--- config.mk ---
export PLATFORM = sky130hd
export DESIGN_NAME = mem_slot_scheduler_flat
export DESIGN_NICKNAME = d
export VERILOG_FILES = /design/src/rtl/mem_slot_scheduler_if.sv /design/src/rtl/mem_slot_scheduler.sv /design/src/flat_wrapper.sv
export SDC_FILE = /design/constraint.sdc
export NUM_CORES = 1
export LEC_CHECK = 0
export ABC_AREA = 1
export CELL_PAD_IN_SITES_DETAIL_PLACEMENT = 1
export CELL_PAD_IN_SITES_GLOBAL_PLACEMENT = 1
export CORE_UTILIZATION = 27
export DETAILED_ROUTE_END_ITERATION = 8
export PLACE_DENSITY_LB_ADDON = 0.1
export SETUP_SLACK_MARGIN = 0.15
export SYNTH_ARGS = -nofsm -noshare
export SYNTH_HDL_FRONTEND = slang
export SYNTH_SLANG_ARGS = --single-unit
--- constraint.sdc ---
create_clock -name clk -period 3.1 [get_ports clk]
set_clock_uncertainty 0.1 [all_clocks]
set_input_delay 0.465 -clock clk [delete_from_list [all_inputs] [get_ports clk]]
set_output_delay 0.465 -clock clk [all_outputs]
set_load 0.02 [all_outputs]
--- src/rtl/mem_slot_scheduler_if.sv ---
// Request/acknowledge and memory-port signals shared by the slot scheduler and its clients.
// The scheduler connects through the slave modport and the requesters through master.
interface mem_slot_scheduler_if #(
   parameter int AW = 22
);
   logic          cpuReq;
   logic          cpuWe;
   logic [AW-1:0] cpuAddr;
   logic          videoReq;
   logic [AW-1:0] videoAddr;
   logic          sndReq;
   logic [AW-1:0] sndAddr;
   logic          dskReqInt;
   logic          dskReqExt;
   logic [AW-1:0] dskAddrInt;
   logic [AW-1:0] dskAddrExt;

   logic          cpuBusControl;
   logic          cpuAck;
   logic          videoAck;
   logic          sndAck;
   logic          dskAckInt;
   logic          dskAckExt;
   logic [AW-1:0] memAddr;
   logic          memOE;
   logic          memWE;

   modport master (
      output cpuReq, cpuWe, cpuAddr, videoReq, videoAddr, sndReq, sndAddr,
             dskReqInt, dskReqExt, dskAddrInt, dskAddrExt,
      input  cpuBusControl, cpuAck, videoAck, sndAck, dskAckInt, dskAckExt,
             memAddr, memOE, memWE
   );

   modport slave (
      input  cpuReq, cpuWe, cpuAddr, videoReq, videoAddr, sndReq, sndAddr,
             dskReqInt, dskReqExt, dskAddrInt, dskAddrExt,
      output cpuBusControl, cpuAck, videoAck, sndAck, dskAckInt, dskAckExt,
             memAddr, memOE, memWE
   );
endinterface

--- src/rtl/mem_slot_scheduler.sv ---
// Four-slot rotation (CPU, VIDEO, CPU, SHARED) over the shared memory port, two cep ticks per slot.
// The owner is latched at the slot-start tick and acknowledged at the slot-end tick.
module mem_slot_scheduler #(
   parameter int AW = 22
) (
   input  logic                 clk,
   input  logic                 _reset,
   input  logic                 cep,
   mem_slot_scheduler_if.slave  bus
);
   typedef enum logic [2:0] {
      OWN_NONE    = 3'd0,
      OWN_CPU     = 3'd1,
      OWN_VIDEO   = 3'd2,
      OWN_SND     = 3'd3,
      OWN_DSK_INT = 3'd4,
      OWN_DSK_EXT = 3'd5
   } owner_t;

   logic [2:0]    phaseReg, phaseNext;
   owner_t        ownerReg, ownerNext;
   owner_t        grant, diskPick;
   logic          lastDiskReg, lastDiskNext;   // 1 = external drive served last
   logic [AW-1:0] memAddrReg, memAddrNext, grantAddr;
   logic          memOEReg, memOENext;
   logic          memWEReg, memWENext;
   logic          busCtlReg, busCtlNext;
   logic [4:0]    ackReg, ackNext, ownerHit;
   logic          grantWrite;

   // Slot arbitration from the request levels present at the slot-start edge.
   always_comb begin
      diskPick = OWN_NONE;
      if (bus.dskReqInt && (!bus.dskReqExt || lastDiskReg)) begin
         diskPick = OWN_DSK_INT;
      end else if (bus.dskReqExt) begin
         diskPick = OWN_DSK_EXT;
      end

      grant = OWN_NONE;
      case (phaseReg[2:1])
         2'd0, 2'd2: grant = bus.cpuReq ? OWN_CPU : OWN_NONE;
         2'd1:       grant = bus.videoReq ? OWN_VIDEO : (bus.sndReq ? OWN_SND : diskPick);
         default:    grant = bus.sndReq ? OWN_SND : diskPick;
      endcase
   end

   always_comb begin
      grantAddr = memAddrReg;
      case (grant)
         OWN_CPU:     grantAddr = bus.cpuAddr;
         OWN_VIDEO:   grantAddr = bus.videoAddr;
         OWN_SND:     grantAddr = bus.sndAddr;
         OWN_DSK_INT: grantAddr = bus.dskAddrInt;
         OWN_DSK_EXT: grantAddr = bus.dskAddrExt;
         default:     grantAddr = memAddrReg;
      endcase
   end

   assign grantWrite = (grant == OWN_CPU) && bus.cpuWe;

   // ownerHit bit gi is the ack line of owner code gi+1.
   generate
      for (genvar gi = 0; gi < 5; gi++) begin : g_ackMap
         assign ownerHit[gi] = (ownerReg == owner_t'(3'(gi + 1)));
      end
   endgenerate

   always_comb begin
      phaseNext    = phaseReg;
      ownerNext    = ownerReg;
      lastDiskNext = lastDiskReg;
      memAddrNext  = memAddrReg;
      memOENext    = memOEReg;
      memWENext    = memWEReg;
      busCtlNext   = busCtlReg;
      ackNext      = '0;

      if (cep) begin
         phaseNext = phaseReg + 3'd1;
         if (!phaseReg[0]) begin
            ownerNext   = grant;
            memAddrNext = grantAddr;
            memOENext   = (grant != OWN_NONE) && !grantWrite;
            memWENext   = grantWrite;
            busCtlNext  = (grant == OWN_CPU);
            if (grant == OWN_DSK_INT) begin
               lastDiskNext = 1'b0;
            end else if (grant == OWN_DSK_EXT) begin
               lastDiskNext = 1'b1;
            end
         end else begin
            ackNext    = ownerHit;
            ownerNext  = OWN_NONE;
            memOENext  = 1'b0;
            memWENext  = 1'b0;
            busCtlNext = 1'b0;
         end
      end
   end

   always_ff @(posedge clk or negedge _reset) begin
      if (!_reset) begin
         phaseReg    <= 3'd0;
         ownerReg    <= OWN_NONE;
         lastDiskReg <= 1'b1;
         memAddrReg  <= '0;
         memOEReg    <= 1'b0;
         memWEReg    <= 1'b0;
         busCtlReg   <= 1'b0;
         ackReg      <= '0;
      end else begin
         phaseReg    <= phaseNext;
         ownerReg    <= ownerNext;
         lastDiskReg <= lastDiskNext;
         memAddrReg  <= memAddrNext;
         memOEReg    <= memOENext;
         memWEReg    <= memWENext;
         busCtlReg   <= busCtlNext;
         ackReg      <= ackNext;
      end
   end

   assign bus.memAddr       = memAddrReg;
   assign bus.memOE         = memOEReg;
   assign bus.memWE         = memWEReg;
   assign bus.cpuBusControl = busCtlReg;
   assign bus.cpuAck        = ackReg[0];
   assign bus.videoAck      = ackReg[1];
   assign bus.sndAck        = ackReg[2];
   assign bus.dskAckInt     = ackReg[3];
   assign bus.dskAckExt     = ackReg[4];
endmodule

--- src/flat_wrapper.sv ---
// flat-port wrapper written by rule: the top's interface ports become plain ports
module mem_slot_scheduler_flat 
#(
   parameter int AW = 22
)
  (clk, _reset, cep, bus_cpuReq, bus_cpuWe, bus_cpuAddr, bus_videoReq, bus_videoAddr, bus_sndReq, bus_sndAddr, bus_dskReqInt, bus_dskReqExt, bus_dskAddrInt, bus_dskAddrExt, bus_cpuBusControl, bus_cpuAck, bus_videoAck, bus_sndAck, bus_dskAckInt, bus_dskAckExt, bus_memAddr, bus_memOE, bus_memWE);
  mem_slot_scheduler_if #(.AW(AW)) bus_i ();
  input  logic clk;
  input  logic _reset;
  input  logic cep;
  input wire logic [$bits(bus_i.cpuReq)-1:0] bus_cpuReq;
  input wire logic [$bits(bus_i.cpuWe)-1:0] bus_cpuWe;
  input wire logic [$bits(bus_i.cpuAddr)-1:0] bus_cpuAddr;
  input wire logic [$bits(bus_i.videoReq)-1:0] bus_videoReq;
  input wire logic [$bits(bus_i.videoAddr)-1:0] bus_videoAddr;
  input wire logic [$bits(bus_i.sndReq)-1:0] bus_sndReq;
  input wire logic [$bits(bus_i.sndAddr)-1:0] bus_sndAddr;
  input wire logic [$bits(bus_i.dskReqInt)-1:0] bus_dskReqInt;
  input wire logic [$bits(bus_i.dskReqExt)-1:0] bus_dskReqExt;
  input wire logic [$bits(bus_i.dskAddrInt)-1:0] bus_dskAddrInt;
  input wire logic [$bits(bus_i.dskAddrExt)-1:0] bus_dskAddrExt;
  output wire logic [$bits(bus_i.cpuBusControl)-1:0] bus_cpuBusControl;
  output wire logic [$bits(bus_i.cpuAck)-1:0] bus_cpuAck;
  output wire logic [$bits(bus_i.videoAck)-1:0] bus_videoAck;
  output wire logic [$bits(bus_i.sndAck)-1:0] bus_sndAck;
  output wire logic [$bits(bus_i.dskAckInt)-1:0] bus_dskAckInt;
  output wire logic [$bits(bus_i.dskAckExt)-1:0] bus_dskAckExt;
  output wire logic [$bits(bus_i.memAddr)-1:0] bus_memAddr;
  output wire logic [$bits(bus_i.memOE)-1:0] bus_memOE;
  output wire logic [$bits(bus_i.memWE)-1:0] bus_memWE;
  assign bus_i.cpuReq = bus_cpuReq;
  assign bus_i.cpuWe = bus_cpuWe;
  assign bus_i.cpuAddr = bus_cpuAddr;
  assign bus_i.videoReq = bus_videoReq;
  assign bus_i.videoAddr = bus_videoAddr;
  assign bus_i.sndReq = bus_sndReq;
  assign bus_i.sndAddr = bus_sndAddr;
  assign bus_i.dskReqInt = bus_dskReqInt;
  assign bus_i.dskReqExt = bus_dskReqExt;
  assign bus_i.dskAddrInt = bus_dskAddrInt;
  assign bus_i.dskAddrExt = bus_dskAddrExt;
  assign bus_cpuBusControl = bus_i.cpuBusControl;
  assign bus_cpuAck = bus_i.cpuAck;
  assign bus_videoAck = bus_i.videoAck;
  assign bus_sndAck = bus_i.sndAck;
  assign bus_dskAckInt = bus_i.dskAckInt;
  assign bus_dskAckExt = bus_i.dskAckExt;
  assign bus_memAddr = bus_i.memAddr;
  assign bus_memOE = bus_i.memOE;
  assign bus_memWE = bus_i.memWE;
  mem_slot_scheduler #(.AW(AW)) u_core (.clk(clk), ._reset(_reset), .cep(cep), .bus(bus_i));
endmodule
# Word-level counts from Yosys, hierarchy flattened
# Cells that the tools add are included.
# op_classes
addsub	1
n_eq_ne	12
mux	15
n_bitwise	1
n_reduce_logical	13
# op_table
op	n
$pmux 22 s5	1
$mux 3	5
$eq 3x2->1 const B	4
$eq 3x3->1 const B	4
$mux 5	2
$eq 3x1->1 const B	2
$mux 1	6
$pmux 3 s2	1
$reduce_and 3->1	2
$reduce_bool 5->1	1
$add 3x1->3 const B	1
$logic_and 1x1->1	3
$reduce_bool 3->1	1
$eq 2x1->1 const B	1
$eq 2x2->1 const B	1
$logic_not 1->1	2
$logic_not 2->1	1
$reduce_bool 2->1	1
$reduce_or 2->1	1
$logic_or 1x1->1	1
$not 1->1	1
# totals
reg_bits	37
word_cells	50

# Depth between registers and ports, before layout
# logic_depth
word_depth	12
ltp_mapped	13

# Worst setup path after synthesis
# No wires, ideal clock.
# synth_path
path_kind	input -> register
start	input port bus_sndReq
end	register u_core.memAddrReg[4], in the netlist u_core.bus.memAddr[4]
setup_time_ps	116
arrival_time_ps	1412
required_ps	2884
setup_slack_ps	1471
stages	12
path_buffers	2
cell_sequence	inv_1 > nand2_1 > nand2_4 > nand2_2 > buf_6 > buf_4 > nand3_1 > nand2_1 > nor2_1 > nand2_1 > nand2_1 > nand2_1
# synth_via
elab_chain_len	6
elab_cells_between_ends	11
classes_between	eq/ne: 5; mux: 4; reduce/logical: 2
# synth_lines
element	line_no	rtl
start: declaration	flat_wrapper.sv:16	input wire logic [$bits(bus_i.sndReq)-1:0] bus_sndReq;
$mux 3 (*)	mem_slot_scheduler.sv:43, mem_slot_scheduler.sv:44	
$mux 3	mem_slot_scheduler.sv:43	2'd1: grant = bus.videoReq ? OWN_VIDEO : (bus.sndReq ? OWN_SND : diskPick);
$pmux 3 s2 (*)	mem_slot_scheduler.sv:41	case (phaseReg[2:1])
$eq 3x2->1 (tied with other cells)	mem_slot_scheduler.sv:50	case (grant)
$reduce_bool 5->1 (no source line)	-	
$reduce_and 3->1 (no source line)	-	
end signal: assignment	mem_slot_scheduler.sv:116	memAddrReg <= memAddrNext;
end: declaration	mem_slot_scheduler.sv:24	logic [AW-1:0] memAddrReg, memAddrNext, grantAddr;
# Every way passes the cells marked *; elsewhere a longest branch is shown, timed or not.
# A chain may end at the register's enable or synchronous reset.

# Worst setup path in the final report
# layout_path
start	input port bus_sndReq
end	register u_core.memAddrReg[21], in the netlist u_core.bus.memAddr[21]
# Same word-level chain as after synthesis.

==> flow_summary_export.csv <==
group,metric,value,unit
outcome,outcome,"completed",
final_layout,seqCellArea,927,um2
final_layout,fillers,1162,
setup_path,criticalPathCategory,"in -> reg",
timing,hold_violations,0,
placed_design,dp_hpwl,7470,um
synth,synth.most_common_cell,"nand2_1",
timing,setup_viol,0,
clock_tree,cts_sinks,37,
placed_design,globalplace.congestion,0.803,
timing,post-route-min-period,2.16,ns
clock_tree,htreeDepth,2,
clock_tree,insertion_delay,0.29,ns
final_layout,fin_nets,638,
setup_path,start_kind,"input pin",
global_routing,gr-total-overflow,0,
final_layout,area_growth,63.8,%
floorplan,fp-row-count,35,
route,wl_met3,499,um
setup_path,worstPathArrival,2.28,ns
timing,drv_slew,0,
floorplan,fp.dieArea,0.00988,mm2
clock_tree,cts_tree,"done",
route,drt_iter0_drc,91,
power_and_ir_drop,p_leak,2.02,nW
setup_path,r2r_cells,12,
power_and_ir_drop,power.density,690,mW/mm2
clock_tree,clk_transition_reported_paths,0.08,ns
clock_tree,cts_buffers,5,
route,wirelength_met1,4170,um
global_routing,antenna_found_initial,0,
synth,syn_area,0.00256,mm2
timing,rsz0062_at_grt,"false",
placed_design,io_buffers,148,
floorplan,core,0.00920,mm2
floorplan,ioPinCount,149,
global_routing,track_usage,20.7,%
timing,relSlewSlack,42.4,%
timing,fin_setup_tns,0,ns
power_and_ir_drop,p_comb_share,55.9,%
final_layout,n_antenna_cell,0,
timing,max_freq,0.463,GHz
synth,synth_cell_types,23,
synth,netlist.area_leader.share,35.2,%
synth,synth_seq_cells,37,
floorplan,start_util,27.9,%
route,drcViolationCount,0,
setup_path,regToRegSetupSlack,1.12,ns
synth,synth_ff_type,"dfrtp_1",
job,cap_violations,0,
synth,synth_area_leader_cell,"dfrtp_1",
route,ant_nets,0,
synth,synth_enable_flop_cells,0,
route,vias,3049,
floorplan,die_width,99.4,um
clock_tree,cts_resized,0,
route,routed_wl,9980,um
global_routing,grt_pass1_wl,16100,um
clock_tree,cts_hold_buf,0,
power_and_ir_drop,p_switching,0.00124,W
power_and_ir_drop,vdd_ir_drop_max,0.385,mV
power_and_ir_drop,clkPwrFrac,17.7,%
route,dr_wl_met2,5250,um
synth,synth_area_leaders,"dfrtp_1 35%, nand2_1 25%, nand3_1 14%, nand4_1 5.4%, nor2_1 3.7%",
placed_design,placed_cells,622,
clock_tree,clockBufferDepth,2,
final_layout,multi_input_area,0.00140,mm2
setup_path,cp.required,3.22,ns
clock_tree,cts-root-buf,"clkbuf_8",
synth,synth_area_per_cell,6.69,um2
setup_path,worstReg2RegStart,"u_core.lastDiskReg",
synth,synth_common_cells,"168 x nand2_1, 70 x nand3_1, 36 x dfrtp_1",
clock_tree,post-cts-setup-buffers,0,
setup_path,cp-end-kind,"register",
setup_path,worstPathMaxFanout,23,
synth,yosysWarnings,0,
floorplan,die_h,99.4,um
route,wire_per_inst,15.8,um
power_and_ir_drop,switching_share,43.0,%
final_layout,final_cells,630,
power_and_ir_drop,seqPwrFrac,26.5,%
final_layout,layout-drive-gt1-share,5.97,%
worst_hold_path,hp-class,"in -> async",
synth,syn-num-nets,503,
power_and_ir_drop,p_int,0.00165,W
timing,tightest_slew,0.865,ns
synth,ys_seq_area_share,36.2,%
timing,period_share,69.7,%
route,highest_layer,"met4",
synth,async_flop_share,100,%
synth,netlist_instances,383,
global_routing,grt_pass1_vias,3262,
route,via_per_inst,4.84,
setup_path,rr_endpoint,"u_core.bus.memAddr[0]",
global_routing,grt_max_degree,46,
route,first_pass_iters,4,
[stage by stage]
step	hold WS, ns	setup WS, ns	power (W)	cell area [um2]	utilization, %
after global routing	0.261	0.710	0.00311	4200	45.6
final	0.187	0.938	0.00290	4200	45.6
after CTS	0.212	0.898	0.00294	4200	45.6
after global placement	0.329	0.668	0.00238	4060	44.1
after floorplan	0.0694	1.47	0.00174	2560	-
after detailed placement	0.332	0.581	0.00241	4060	44.1
[logic make-up (layout without fill, tap and decap cells)]
kind of cell / Yosys count / count (layout) / synth area share [%]
adder cells (fa/ha/maj): 1 / 1 / 0.488
AO/OA/AOI/OAI: 10 / 10 / 3.18
XOR/XNOR: 1 / 1 / 0.342
buffers and inverters: 37 / 173 / 9.09
AND/OR/NAND/NOR: 297 / 297 / 50.7
flip-flops: 37 / 37 / 36.2
[area by class of cell]
type / instances / area share [%]
clock inverter: 3 / 1.64
clock buffer: 5 / 1.64
multi-input combinational: 309 / 33.4
sequential: 37 / 22.1
inverter: 10 / 0.894
timing repair buffer: 155 / 37.0
tap: 111 / 3.31
[sequential cells by signal, summed over array words and instances, names as in the netlist]
| signal | flops |
|---|---|
| u_core.ackReg | 5 |
| u_core.bus.cpuBusControl | 1 |
| u_core.bus.memAddr | 22 |
| u_core.bus.memOE | 1 |
| u_core.bus.memWE | 1 |
| u_core.lastDiskReg | 1 |
| u_core.ownerReg | 3 |
| u_core.phaseReg | 3 |
[layout by cell type (no fill, tap or decap)]
| cell | instances |
|---|---|
| buf_12 | 2 |
| o21ai_0 | 6 |
| nand2_1 | 168 |
| nand4_1 | 22 |
| a21oi_4 | 2 |
| a32o_1 | 1 |
| nand2_4 | 1 |
| dfstp_2 | 1 |
| inv_6 | 1 |
| nand3_1 | 70 |
| inv_2 | 3 |
| nor2_1 | 25 |
| xor2_1 | 1 |
| clkdlybuf4s50_1 | 147 |
| bufinv_16 | 2 |
| nand2_2 | 6 |
| nor2_4 | 2 |
| buf_4 | 5 |
| inv_1 | 7 |
| a22o_1 | 1 |
| clkbuf_8 | 5 |
| ha_1 | 1 |
| dfrtp_1 | 36 |
| nor3_1 | 3 |
| buf_2 | 1 |
[layer usage]
metal	up-vias	global-route usage, %
met5	-	0
met4	0	3.17
met3	4	3.72
met2	84	40.3
met1	1446	23.8
li1	1515	-
[power groups by stage]
stage / Combinational [W] / Sequential [W] / Clock, W
CTS: 0.00165 / 0.000770 / 0.000525
finish: 0.00162 / 0.000766 / 0.000512
global placement: 0.00161 / 0.000768 / 0
detailed placement: 0.00164 / 0.000775 / 0
floorplan: 0.000815 / 0.000928 / 0
global route: 0.00178 / 0.000788 / 0.000542
[how the worst max path moves through the flow]
stage / from / endpoint
final: bus_sndReq / u_core.bus.memAddr[21]
after floorplan: bus_sndReq / u_core.bus.memAddr[4]
after global routing: bus_sndReq / u_core.bus.memAddr[21]
after CTS: bus_sndReq / u_core.bus.memOE
after global placement: bus_sndReq / u_core.bus.memOE
after detailed placement: bus_sndReq / u_core.bus.memOE
[critical path, cell delays in order]
cell             delay (ns)
clkdlybuf4s50_1        0.39
inv_1                  0.12
o21ai_0                0.17
nor2_4                 0.42
nor2_4                 0.07
nand2_2                0.07
nand2_2                0.05
inv_2                  0.33
nand2_1                0.11
nand2_1                0.08
No activity file was read; power rests on OpenSTA's default activity.
